<file path="src/rtl/decode_issue_queue_pkg.sv">
// Types shared by the decode/issue decoupling queue: the decoded entry, the stored word
// and the pass-through core configuration.
package decode_issue_queue_pkg;

  typedef struct packed {
    logic [7:0] xlen;
    logic       rvc;
  } cva6_cfg_t;

  localparam cva6_cfg_t cva6_cfg_empty = '0;

  typedef struct packed {
    logic [31:0] pc;
    logic [3:0]  fu;
    logic [7:0]  op;
    logic [4:0]  rs1;
    logic [4:0]  rs2;
    logic [4:0]  rd;
  } scoreboard_entry_t;

  typedef struct packed {
    scoreboard_entry_t sbe;
    logic              is_ctrl_flow;
  } diq_entry_t;

endpackage

</file>
<file path="src/rtl/decode_issue_queue.sv">
// In-order queue between decode and issue with a control-flow entry counter.
// Optional same-cycle bypass on an empty queue when DIQ_BYPASS_EN is defined.
module decode_issue_queue
  import decode_issue_queue_pkg::*;
#(
  parameter cva6_cfg_t   CVA6Cfg = cva6_cfg_empty,
  parameter int unsigned DEPTH   = 4
) (
  input  logic                       clk_i,
  input  logic                       rst_i,
  input  logic                       flush_i,
  input  scoreboard_entry_t          decoded_instr_i,
  input  logic                       decoded_instr_valid_i,
  input  logic                       is_ctrl_flow_i,
  output logic                       decoded_instr_ack_o,
  output scoreboard_entry_t          decoded_instr_o,
  output logic                       decoded_instr_valid_o,
  output logic                       is_ctrl_flow_o,
  input  logic                       decoded_instr_ack_i,
  output logic [$clog2(DEPTH+1)-1:0] occupancy_o,
  output logic [$clog2(DEPTH+1)-1:0] cf_count_o,
  output logic                       full_o
);

  localparam int unsigned PtrW = $clog2(DEPTH);
  localparam int unsigned CntW = $clog2(DEPTH + 1);

  diq_entry_t      mem_q [DEPTH];
  logic [PtrW-1:0] rd_ptr_q, wr_ptr_q;
  logic [CntW-1:0] occ_q, occ_d, cf_q, cf_d;
  logic            empty, push, pop, bypass, head_cf, cf_inc, cf_dec;
  logic            unused_cfg;

  assign unused_cfg = ^CVA6Cfg;

  assign empty               = (occ_q == '0);
  assign full_o              = (occ_q == CntW'(DEPTH));
  assign decoded_instr_ack_o = decoded_instr_valid_i & ~full_o & ~flush_i;
  assign head_cf             = mem_q[rd_ptr_q].is_ctrl_flow;
  assign occupancy_o         = occ_q;
  assign cf_count_o          = cf_q;

`ifdef DIQ_BYPASS_EN
  // An entry consumed straight through on an empty queue is never stored.
  assign bypass = empty & ~flush_i & decoded_instr_valid_i & decoded_instr_ack_i;

  always_comb begin
    if (empty & ~flush_i) begin
      decoded_instr_valid_o = decoded_instr_valid_i;
      decoded_instr_o       = decoded_instr_i;
      is_ctrl_flow_o        = is_ctrl_flow_i;
    end else begin
      decoded_instr_valid_o = ~empty & ~flush_i;
      decoded_instr_o       = mem_q[rd_ptr_q].sbe;
      is_ctrl_flow_o        = head_cf;
    end
  end
`else
  assign bypass                = 1'b0;
  assign decoded_instr_valid_o = ~empty & ~flush_i;
  assign decoded_instr_o       = mem_q[rd_ptr_q].sbe;
  assign is_ctrl_flow_o        = head_cf;
`endif

  assign push   = decoded_instr_ack_o & ~bypass;
  assign pop    = ~empty & ~flush_i & decoded_instr_ack_i;
  assign cf_inc = push & is_ctrl_flow_i;
  assign cf_dec = pop & head_cf;

  always_comb begin
    occ_d = occ_q;
    cf_d  = cf_q;
    if (push && !pop) begin
      occ_d = occ_q + CntW'(1);
    end else if (pop && !push) begin
      occ_d = occ_q - CntW'(1);
    end
    if (cf_inc && !cf_dec) begin
      cf_d = cf_q + CntW'(1);
    end else if (cf_dec && !cf_inc) begin
      cf_d = cf_q - CntW'(1);
    end
  end

  always_ff @(posedge clk_i) begin
    if (rst_i || flush_i) begin
      rd_ptr_q <= '0;
      wr_ptr_q <= '0;
      occ_q    <= '0;
      cf_q     <= '0;
    end else begin
      if (push) wr_ptr_q <= wr_ptr_q + PtrW'(1);
      if (pop)  rd_ptr_q <= rd_ptr_q + PtrW'(1);
      occ_q <= occ_d;
      cf_q  <= cf_d;
    end
  end

  // Storage is deliberately left out of reset.
  always_ff @(posedge clk_i) begin
    if (push) begin
      mem_q[wr_ptr_q] <= '{sbe: decoded_instr_i, is_ctrl_flow: is_ctrl_flow_i};
    end
  end

  cf_bounded: assert property (@(posedge clk_i) disable iff (rst_i) cf_q <= occ_q);
  cf_no_underflow: assert property (@(posedge clk_i) disable iff (rst_i)
    !(cf_dec && !cf_inc && cf_q == '0));

endmodule

</file>
<file path="config.mk">
export PLATFORM = sky130hd
export DESIGN_NAME = decode_issue_queue
export DESIGN_NICKNAME = d
export VERILOG_FILES = /design/src/rtl/decode_issue_queue_pkg.sv /design/src/rtl/decode_issue_queue.sv
export SDC_FILE = /design/constraint.sdc
export NUM_CORES = 1
export LEC_CHECK = 0
export BUFFER_PORTS_ARGS = -buffer_cell sky130_fd_sc_hd__buf_2
export CORE_MARGIN = 2
export CORE_UTILIZATION = 56
export DETAILED_ROUTE_END_ITERATION = 6
export PLACE_DENSITY = 0.84
export SLEW_MARGIN = 20
export SYNTH_ARGS = -nofsm -noshare
export SYNTH_HDL_FRONTEND = slang
export SYNTH_SLANG_ARGS = --single-unit
</file>
<file path="constraint.sdc">
create_clock -name clk_i -period 4.2 [get_ports clk_i]
set_clock_uncertainty 0.2 [all_clocks]
set_input_delay 0.84 -clock clk_i [delete_from_list [all_inputs] [get_ports clk_i]]
set_output_delay 0.84 -clock clk_i [all_outputs]
set_load 0.03 [all_outputs]
</file>
==> results.toml <==
[timing]
worstMarginPinSlew_ns = 0.9347
fmax_mhz = 297.1
rsz0062_at_grt = "false"
min_period_ns = 3.366
finalMaxSlewViolations = 0
setup_violations = 0
hold_viol_final = 0
max-slew-margin-rel = 0.3769
setup-tns-final_ns = 0
min_period_over_period = 0.8013

[routing]
vias_per_cell = 5.643
drc = 0
antenna_left = 0
first_pass_iters = 4
post_drt_wl_per_cell_um = 21.54
routed_wl_um = 16540
num_vias = 4334
drt_iter0_markers = 269

[power]
leakagePower_nw = 3.722
power_mw = 5.392
vdd_drop_max_mv = 0.3629
p_seq_frac = 0.522
p_int_mw = 4.348
p_per_area_nw_per_um2 = 487.9
p_sw_mw = 1.044
power.share.combinational = 0.050
swShare = 0.1936
clkPwrFrac = 0.429

[floorplanning]
ios = 134
start_util = 0.5668
coreArea_um2 = 16410
dieArea_um2 = 17650
die_w_um = 132.9
row_count = 47
dieHeight_um = 132.9

[clocking]
cts_resized = 0
cts_tree = "yes"
clk_pin_slew_worst_paths_ns = 0.06
clk_latency_ns = 0.50
clock_sinks = 252
postCtsSetupBuffers = 0
hold_buffers = 0
clockBufferDepth = 3
htreeDepth = 1
numCtsBuffers = 25
clockRootBuffer = "clkbuf_16"

[setup_path]
reg2reg_from = "occupancy_o[0]"
worstReg2RegEnd = "cf_count_o[2]"
slowest_delay_ns = 0.64
endpoint_kind = "output pin"
worstPathArrival_ns = 2.33
critPathMaxFanout = 39
cp_slowest_cell = "dfxtp_4"
required_ns = 3.16
ff2ff_path_depth = 9
crit_chain = "buf_12, mux4_2, buf_2"
reg2reg_slack_ns = 1.31
critPathKind = "reg2out"
path_delay_family = "flip-flops"
critPathBufInv = 2
cp-start-kind = "flop"

[logic_synthesis]
syn_nets = 456
synth.area.top_cells = "edfxtp_1 78%, mux4_2 15%, dfxtp_1 2.6%"
ys_ff_latch = 252
syn_inst = 383
synth.yosys.seq_area_share = 0.8009
yosysWarnings = 0
synth_top_area_share = 0.7750
synth_top_area_cell = "edfxtp_1"
synthesis.area_um2 = 9299
syn_area_per_cell_um2 = 24.28
yosysUniqueCellTypes = 25

[grt]
antenna_found_initial = 0
grt_pass1_vias = 4643
grt_pass1_wl_um = 25670
overflow = 0
grt_usage = 0.1902
grt_max_degree = 61

[final_layout]
final_cell_mix = "240 x edfxtp_1, 133 x buf_2, 60 x mux4_2"
stdcell_area_um2 = 11050
layout.nets = 603
area_delta_synth_final_pct = 18.85
n_antenna_cell = 0
layout_commonest_cell = "edfxtp_1"
final_util = 0.6736
drive_gt1_frac = 0.4398
num-fill-cells = 1028

[status]
status = "finished clean"

[placed_design]
portBuffers = 133
dp_hpwl_um = 9633
routabilityCongestion = 0.7366
place_area_um2 = 10180

[min_path]
min_path_type = "reg2reg"
hp-start = "rd_ptr_q[1]"
min_path_cells = 2

[flow_run]
maxCapViolCount = 0
## cell type report
cell class                      instances  area, um^2  area share
Clock inverter                         16       227.7     0.02060
Inverter                                5       18.77    0.001698
Sequential cell                       252        7455      0.6745
Clock buffer                           29       640.6     0.05796
Timing Repair Buffer                  135       693.2     0.06272
Multi-Input combinational cell        111        1742      0.1576
Tap cell                              220       275.3     0.02491
## sequential cells by signal, summed over array words and instances, names as in the netlist, named ones only
name and count:
mem_q 240, cf_count_o 3, occupancy_o 3, rd_ptr_q 2, wr_ptr_q 2
## through the flow
| stage | setup slack (ns) | instances | hold slack, ns |
|---|---|---|---|
| 6_report | 0.8344 | 768 | 0.3049 |
| 5_1_grt | 0.6592 | 768 | 0.3413 |
| 4_1_cts | 0.7540 | 768 | 0.3126 |
| 3_5_place_dp | 0.8375 | 723 | 0.3054 |
| 3_3_place_gp | 0.9889 | 723 | 0.2617 |
| 2_1_floorplan | 0.2093 | 383 | 0.2591 |
## cells by family (layout without fill, tap and decap cells)
family / Yosys count / in the layout / synth area share
DFF: 252 / 252 / 0.8009
muxes: 62 / 62 / 0.1475
and+or+nand+nor: 24 / 24 / 0.01561
buffers and inverters: 20 / 185 / 0.01292
AOI/OAI and AO/OA: 13 / 13 / 0.006997
adders and majority gates: 8 / 8 / 0.01238
xor gates and xnor gates: 4 / 4 / 0.003767
## power by group through the flow
stage,logic [mW],clock network (mW),registers (mW)
3_5_place_dp,0.267,0,2.87
2_1_floorplan,0.156,0,2.87
3_3_place_gp,0.255,0,2.86
6_report,0.267,2.31,2.81
4_1_cts,0.269,2.35,2.81
5_1_grt,0.285,2.45,2.82
## worst reg2reg max path, cell delays in order (launching register included)
cell     delay, ns
dfxtp_1       0.45
nor3b_2       0.12
nor3_1        0.58
and2_1        0.23
ha_1          0.18
inv_1         0.06
fa_1          0.37
xor2_1        0.18
or3_1         0.30
a21oi_1       0.14
## routing by layer
metal	up-vias	part of all wire	GRT usage
met5	-	0	0
met4	0	0.016	0.04659
met3	26	0.075	0.04636
met2	166	0.51	0.3276
met1	2234	0.40	0.2478
li1	1908	-	-
## worst max-delay path by stage
stage / end / slack (ns) / cells after the start
2_1_floorplan: mem_q[2][0] / 0.21 / 3
3_3_place_gp: cf_count_o[2] / 0.99 / 10
3_5_place_dp: cf_count_o[2] / 0.84 / 10
4_1_cts: decoded_instr_o[42] / 0.75 / 3
5_1_grt: decoded_instr_o[42] / 0.66 / 3
6_report: decoded_instr_o[42] / 0.83 / 3
## cells in the mapped netlist
library cell / count
nand3b_1: 2
buf_6: 1
nor3_1: 2
dfxtp_1: 12
o21ai_0: 6
mux4_2: 60
fa_1: 2
mux2i_1: 2
clkbuf_1: 6
ha_1: 6
or3_1: 5
nor2_1: 5
nand2_1: 1
inv_1: 5
nand3_2: 1
buf_4: 5
and2_1: 5
nand2b_1: 1
buf_12: 1
a21oi_1: 7
edfxtp_1: 240
buf_2: 2
nor3b_2: 1
or2_2: 1
xor2_1: 4
No activity file was read; power rests on OpenSTA's default activity.
